### src/rtl/framebuffer_scanout.sv
// Framebuffer read master: scans the RAM in raster order, absorbs its 1-cycle read latency
// through a 2-entry skid FIFO and presents pixels with x/y and line/frame markers.
module framebuffer_scanout #(
  parameter  int FB_WIDTH   = 160,
  parameter  int FB_HEIGHT  = 120,
  parameter  int DATA_WIDTH = 12,
  localparam int FB_SIZE    = FB_WIDTH * FB_HEIGHT,
  localparam int ADDR_WIDTH = $clog2(FB_SIZE),
  localparam int XW         = $clog2(FB_WIDTH),
  localparam int YW         = $clog2(FB_HEIGHT)
) (
  input  logic                  clk,
  input  logic                  rstn,
  input  logic                  start,
  input  logic                  fb_clearing,
  output logic [ADDR_WIDTH-1:0] fb_addr_read,
  input  logic [DATA_WIDTH-1:0] fb_data,
  output logic                  m_valid,
  input  logic                  m_ready,
  output logic [DATA_WIDTH-1:0] m_data,
  output logic [XW-1:0]         m_x,
  output logic [YW-1:0]         m_y,
  output logic                  m_eol,
  output logic                  m_last,
  output logic                  busy,
  output logic                  done
);

  localparam logic [1:0] S_IDLE     = 2'd0;
  localparam logic [1:0] S_WAIT_CLR = 2'd1;
  localparam logic [1:0] S_SCAN     = 2'd2;
  localparam logic [1:0] S_DRAIN    = 2'd3;

  localparam logic [ADDR_WIDTH-1:0] LAST_ADDR = ADDR_WIDTH'(FB_SIZE - 1);
  localparam logic [XW-1:0]         LAST_X    = XW'(FB_WIDTH - 1);
  localparam logic [YW-1:0]         LAST_Y    = YW'(FB_HEIGHT - 1);

  logic [1:0]            state;
  logic [ADDR_WIDTH-1:0] addr_p0;
  logic                  vld_p1;
  logic [1:0]            occ;
  logic                  wr_ptr;
  logic                  rd_ptr;
  logic [DATA_WIDTH-1:0] fifo_mem [2];
  logic [XW-1:0]         x_cnt;
  logic [YW-1:0]         y_cnt;
  logic                  done_r;

  logic       pop;
  logic [2:0] level;
  logic       issue;
  logic       at_last;
  logic       last_pop;

  // Outstanding = buffered + in flight, counted after this cycle's pop, so the FIFO never overflows.
  assign pop      = m_valid & m_ready;
  assign level    = {1'b0, occ} + {2'b00, vld_p1} - {2'b00, pop};
  assign issue    = (state == S_SCAN) && (level < 3'd2);
  assign at_last  = (x_cnt == LAST_X) && (y_cnt == LAST_Y);
  assign last_pop = pop & at_last;

  always_ff @(posedge clk or negedge rstn) begin
    if (!rstn) begin
      state  <= S_IDLE;
      done_r <= 1'b0;
    end else begin
      done_r <= 1'b0;
      case (state)
        S_IDLE:     if (start) state <= fb_clearing ? S_WAIT_CLR : S_SCAN;
        S_WAIT_CLR: if (!fb_clearing) state <= S_SCAN;
        S_SCAN:     if (issue && (addr_p0 == LAST_ADDR)) state <= S_DRAIN;
        S_DRAIN: begin
          if (last_pop) begin
            state  <= S_IDLE;
            done_r <= 1'b1;
          end
        end
        default:    state <= S_IDLE;
      endcase
    end
  end

  // Stage p0: address issue; the counter parks on the last address until the frame ends.
  always_ff @(posedge clk or negedge rstn) begin
    if (!rstn) begin
      addr_p0 <= '0;
      vld_p1  <= 1'b0;
    end else begin
      vld_p1 <= issue;
      if (issue && (addr_p0 != LAST_ADDR))
        addr_p0 <= addr_p0 + ADDR_WIDTH'(1);
      else if (last_pop)
        addr_p0 <= '0;
    end
  end

  // Stage p1: RAM data lands in the FIFO one cycle after its address was issued.
  always_ff @(posedge clk or negedge rstn) begin
    if (!rstn) begin
      occ    <= 2'd0;
      wr_ptr <= 1'b0;
      rd_ptr <= 1'b0;
    end else begin
      occ <= occ + {1'b0, vld_p1} - {1'b0, pop};
      if (vld_p1) wr_ptr <= ~wr_ptr;
      if (pop)    rd_ptr <= ~rd_ptr;
    end
  end

  always_ff @(posedge clk) begin
    if (vld_p1) fifo_mem[wr_ptr] <= fb_data;
  end

  // Stage p2: output-side coordinates follow accepted beats, not issued addresses.
  always_ff @(posedge clk or negedge rstn) begin
    if (!rstn) begin
      x_cnt <= '0;
      y_cnt <= '0;
    end else if (pop) begin
      if (at_last) begin
        x_cnt <= '0;
        y_cnt <= '0;
      end else if (x_cnt == LAST_X) begin
        x_cnt <= '0;
        y_cnt <= y_cnt + YW'(1);
      end else begin
        x_cnt <= x_cnt + XW'(1);
      end
    end
  end

  assign fb_addr_read = addr_p0;
  assign m_valid      = (occ != 2'd0);
  assign m_data       = m_valid ? fifo_mem[rd_ptr] : '0;
  assign m_x          = x_cnt;
  assign m_y          = y_cnt;
  assign m_eol        = m_valid && (x_cnt == LAST_X);
  assign m_last       = m_valid && at_last;
  assign busy         = (state != S_IDLE);
  assign done         = done_r;

  no_fifo_overflow: assert property (@(posedge clk) disable iff (!rstn)
    !((occ == 2'd2) && vld_p1 && !pop));

endmodule
### config.mk
export PLATFORM = sky130hd
export DESIGN_NAME = framebuffer_scanout
export DESIGN_NICKNAME = d
export VERILOG_FILES = /design/src/rtl/framebuffer_scanout.sv
export SDC_FILE = /design/constraint.sdc
export NUM_CORES = 1
export LEC_CHECK = 0
export ABC_AREA = 1
export CAP_MARGIN = 25
export CORE_ASPECT_RATIO = 0.5
export CORE_MARGIN = 8
export CORE_UTILIZATION = 40
export DETAILED_ROUTE_END_ITERATION = 12
export PLACE_DENSITY = 0.71
export SKIP_CTS_REPAIR_TIMING = 1
export SLEW_MARGIN = 10
export SYNTH_ARGS = -nofsm -noshare
export SYNTH_HDL_FRONTEND = slang
export SYNTH_SLANG_ARGS = --single-unit
### constraint.sdc
create_clock -name clk -period 3.3 [get_ports clk]
set_input_delay 0.825 -clock clk [delete_from_list [all_inputs] [get_ports clk]]
set_output_delay 0.825 -clock clk [all_outputs]
set_load 0.01 [all_outputs]
==> run metrics <==
Buffers on Ports 63; Post-Syn Area about 3200 µm²; share of layout cells above drive strength 1 13.8%; largest net degree at the start of global routing 39; fin. max-slew vios 0; I/O Pins 64; CTS Buf Count 9; Die Span X 143 µm; Setup crit end kind output port; TritonCTS Sinks 62; Peak VDD IR 354 µV; critical setup path kind register to output port; Ys Warns 0; Critical Path AT 2.15 ns; Core Area 7940 µm²; part of the power in combinational logic between 30 and 40%; Starting Density 40.8%; Max-cap violations 0; initial antenna violation count 0; WHS Path Cells 1; Root Buffer clkbuf_16; Final Cycle Share 90.1%; Largest delay share family, worst path buffers and inverters; R2R depth 16; worst skew pair latency 0.32 ns; Synth Instances 350; CTS tree yes; NetSw a little over 0.001 W; RD Place Congestion 0.804; worst hold path class register to register; Cell variety after synth 33; Die ar. about 11000 µm²; syn avg cell area 9.27 µm²; Worst Path Buf+Inv 2; slowest CP cell clkdlybuf4s50_1; DR DRC count 0; sw frac 33.5%; pwr/cell area 728 nW/µm²; worst-margin pin slew 0.870 ns; gr ovfl total 0; RSZ-0062 raised after global routing no; WL final roughly 6800 µm; n_diodes 0; Avg WL per Cell 12.5 µm; Crit Path Max Fanout 14; startpoint types register; gr usage total 12.4%; DR vias 2445; Fin. Hold Viols 0; Rel. slew slack a little over two fifths; sequential-to-total area share from yosys stat 51.5%; Mapped Nets 378; clock group share of total power between 20% and 30%; vias in the first global route 2333; Worst-path clk slew roughly 0.050 ns; CP Depth 4; register share of total power a little over a third; max frequency 336 MHz; Leak Pwr about 1.9 nW; P&R area growth vs syn 31.4%; first-pass GRT wire length between 10000 and 15000 µm; delay of the slowest critical-path stage 0.57 ns; Pre-Repair DR Iteration Count 6; Starting DRT DRC Count between 60 and 70; Final Power about 0.0031 W; minimum clock period after layout 2.97 ns; register bit total from synthesis 62; status completed; clock skew ~0.0054 ns; fin nets 450; remaining antenna violation count after routing 0; Final setup viols 0; Chip Height 79.7 µm; row count 23; H-tree levels 3; required time worst endpoint about 2.5 ns; setup tns final 0 ns; post-detail-place hpwl 4870 µm; Max Buffers Root-to-Sink 2; cells along the critical path inv_1, nand2_1, a21oi_1, clkdlybuf4s50_1; DR vias/cell ~4.5; Internal Power about 0.0021 W
-- power by group through the flow --
| stage | Clock, W | Combinational, W | Sequential (W) |
|---|---|---|---|
| global placement | 0 | 0.00109 | 0.00112 |
| floorplan | 0 | 0.000653 | 0.00111 |
| global route | 0.000951 | 0.00122 | 0.00113 |
| finish | 0.000889 | 0.00110 | 0.00111 |
| CTS | 0.000911 | 0.00112 | 0.00111 |
| detailed placement | 0 | 0.00112 | 0.00112 |
-- area by class of cell --
cell class	instances	area, µm²
Timing Repair Buffer	68	667
Multi-Input combinational cell	235	1330
Inverter	46	174
Clock inverter	5	51.3
Clock buffer	11	233
Tap cell	112	140
Fill cell	748	3680
Sequential cell	62	1670
-- cell families (layout without fill, tap and decap cells) --
logic type | Yosys count | count (layout) | synth area share [%]
compound gates | 40 | 40 | 6.98
xor+xnor | 9 | 9 | 2.43
fa+ha+maj | 11 | 11 | 4.47
buf+inv | 53 | 130 | 7.64
flops | 62 | 62 | 51.5
simple gates | 175 | 175 | 27.0
-- worst paths after layout --
path                         from                to  slack [ns]
max                        rd_ptr         m_data[1]        0.33
min                        wr_ptr            wr_ptr        0.49
max reg2reg                occ[1]          state[1]        0.82
min reg2reg                wr_ptr            wr_ptr        0.49
max in group asynchronous    rstn  fb_addr_read[13]        2.13
min in group asynchronous    rstn   fb_addr_read[5]        0.62
-- metal layers --
| metal | up-vias | track usage (%) | part of all wire, % |
|---|---|---|---|
| met2 | 35 | 21.7 | 49 |
| met3 | 8 | 4.36 | 4.9 |
| met4 | 0 | 4.37 | 1.2 |
| met5 | - | 0 | 0 |
| met1 | 1123 | 13.9 | 45 |
| li1 | 1279 | - | - |
-- stage by stage --
stage / hold WS, ns / setup slack (ns) / instance area, µm² / instances / util, %
final: 0.492 / 0.326 / 4260 / 539 / 53.7
after global routing: 0.510 / 0.128 / 4260 / 539 / 53.7
after CTS: 0.494 / 0.303 / 4250 / 538 / 53.5
after detailed placement: 0.487 / 0.0130 / 3970 / 522 / 49.9
after global placement: 0.476 / 0.0797 / 3970 / 522 / 49.9
after floorplan: 0.463 / 0.454 / 3240 / 350 / -
-- synthesized netlist by cell type (all sizes together) --
master | count | area (µm²)
nand3 | 32 | 213
fa | 1 | 20.0
nor2 | 31 | 183
nor3b | 1 | 7.51
buf | 4 | 62.6
o21a | 1 | 7.51
o21ai | 20 | 119
o21bai | 1 | 7.51
xnor2 | 4 | 35.0
nand4 | 5 | 31.3
edfxtp | 24 | 721
dfrtp | 38 | 951
xor2 | 5 | 43.8
clkinv | 1 | 5.00
nor3 | 4 | 20.0
nand2 | 100 | 408
a21oi | 17 | 85.1
inv | 45 | 169
ha | 10 | 125
or2 | 2 | 12.5
a21o | 1 | 7.51
clkbuf | 3 | 11.3
-- worst register-to-register path: stages, from the launching register on --
cell     delay (ns)
dfrtp_1        0.43
nor2_4         0.16
nor2_4         0.04
ha_1           0.26
inv_1          0.05
ha_1           0.13
inv_1          0.05
fa_1           0.51
nand2_1        0.06
inv_1          0.05
nand2_1        0.07
nor2_4         0.13
nand3_1        0.11
nand2_1        0.12
nand3_2        0.09
nand2_1        0.07
nand2_1        0.05
-- placed cells by master (no fill, tap or decap), types with 4 or more instances in the layout --
cell type / count
o21ai_0: 12
nor3_1: 4
nand3_1: 23
nand4_1: 5
nand2_1: 91
edfxtp_1: 24
nor2_1: 20
nor2_2: 5
clkdlybuf4s50_1: 62
clkbuf_16: 9
ha_1: 10
xnor2_1: 4
o21ai_2: 5
inv_1: 42
dfrtp_1: 38
nor2_4: 5
nand3_2: 8
nand2_2: 7
xor2_1: 5
buf_4: 4
a21oi_1: 17
-- sequential cells by signal, summed over array words and instances, names as in the netlist --
signal        count
done              1
fb_addr_read     15
fifo_mem         24
m_x               8
m_y               7
occ               2
rd_ptr            1
state             2
vld_p1            1
wr_ptr            1
(Power assumes the default switching activity.)
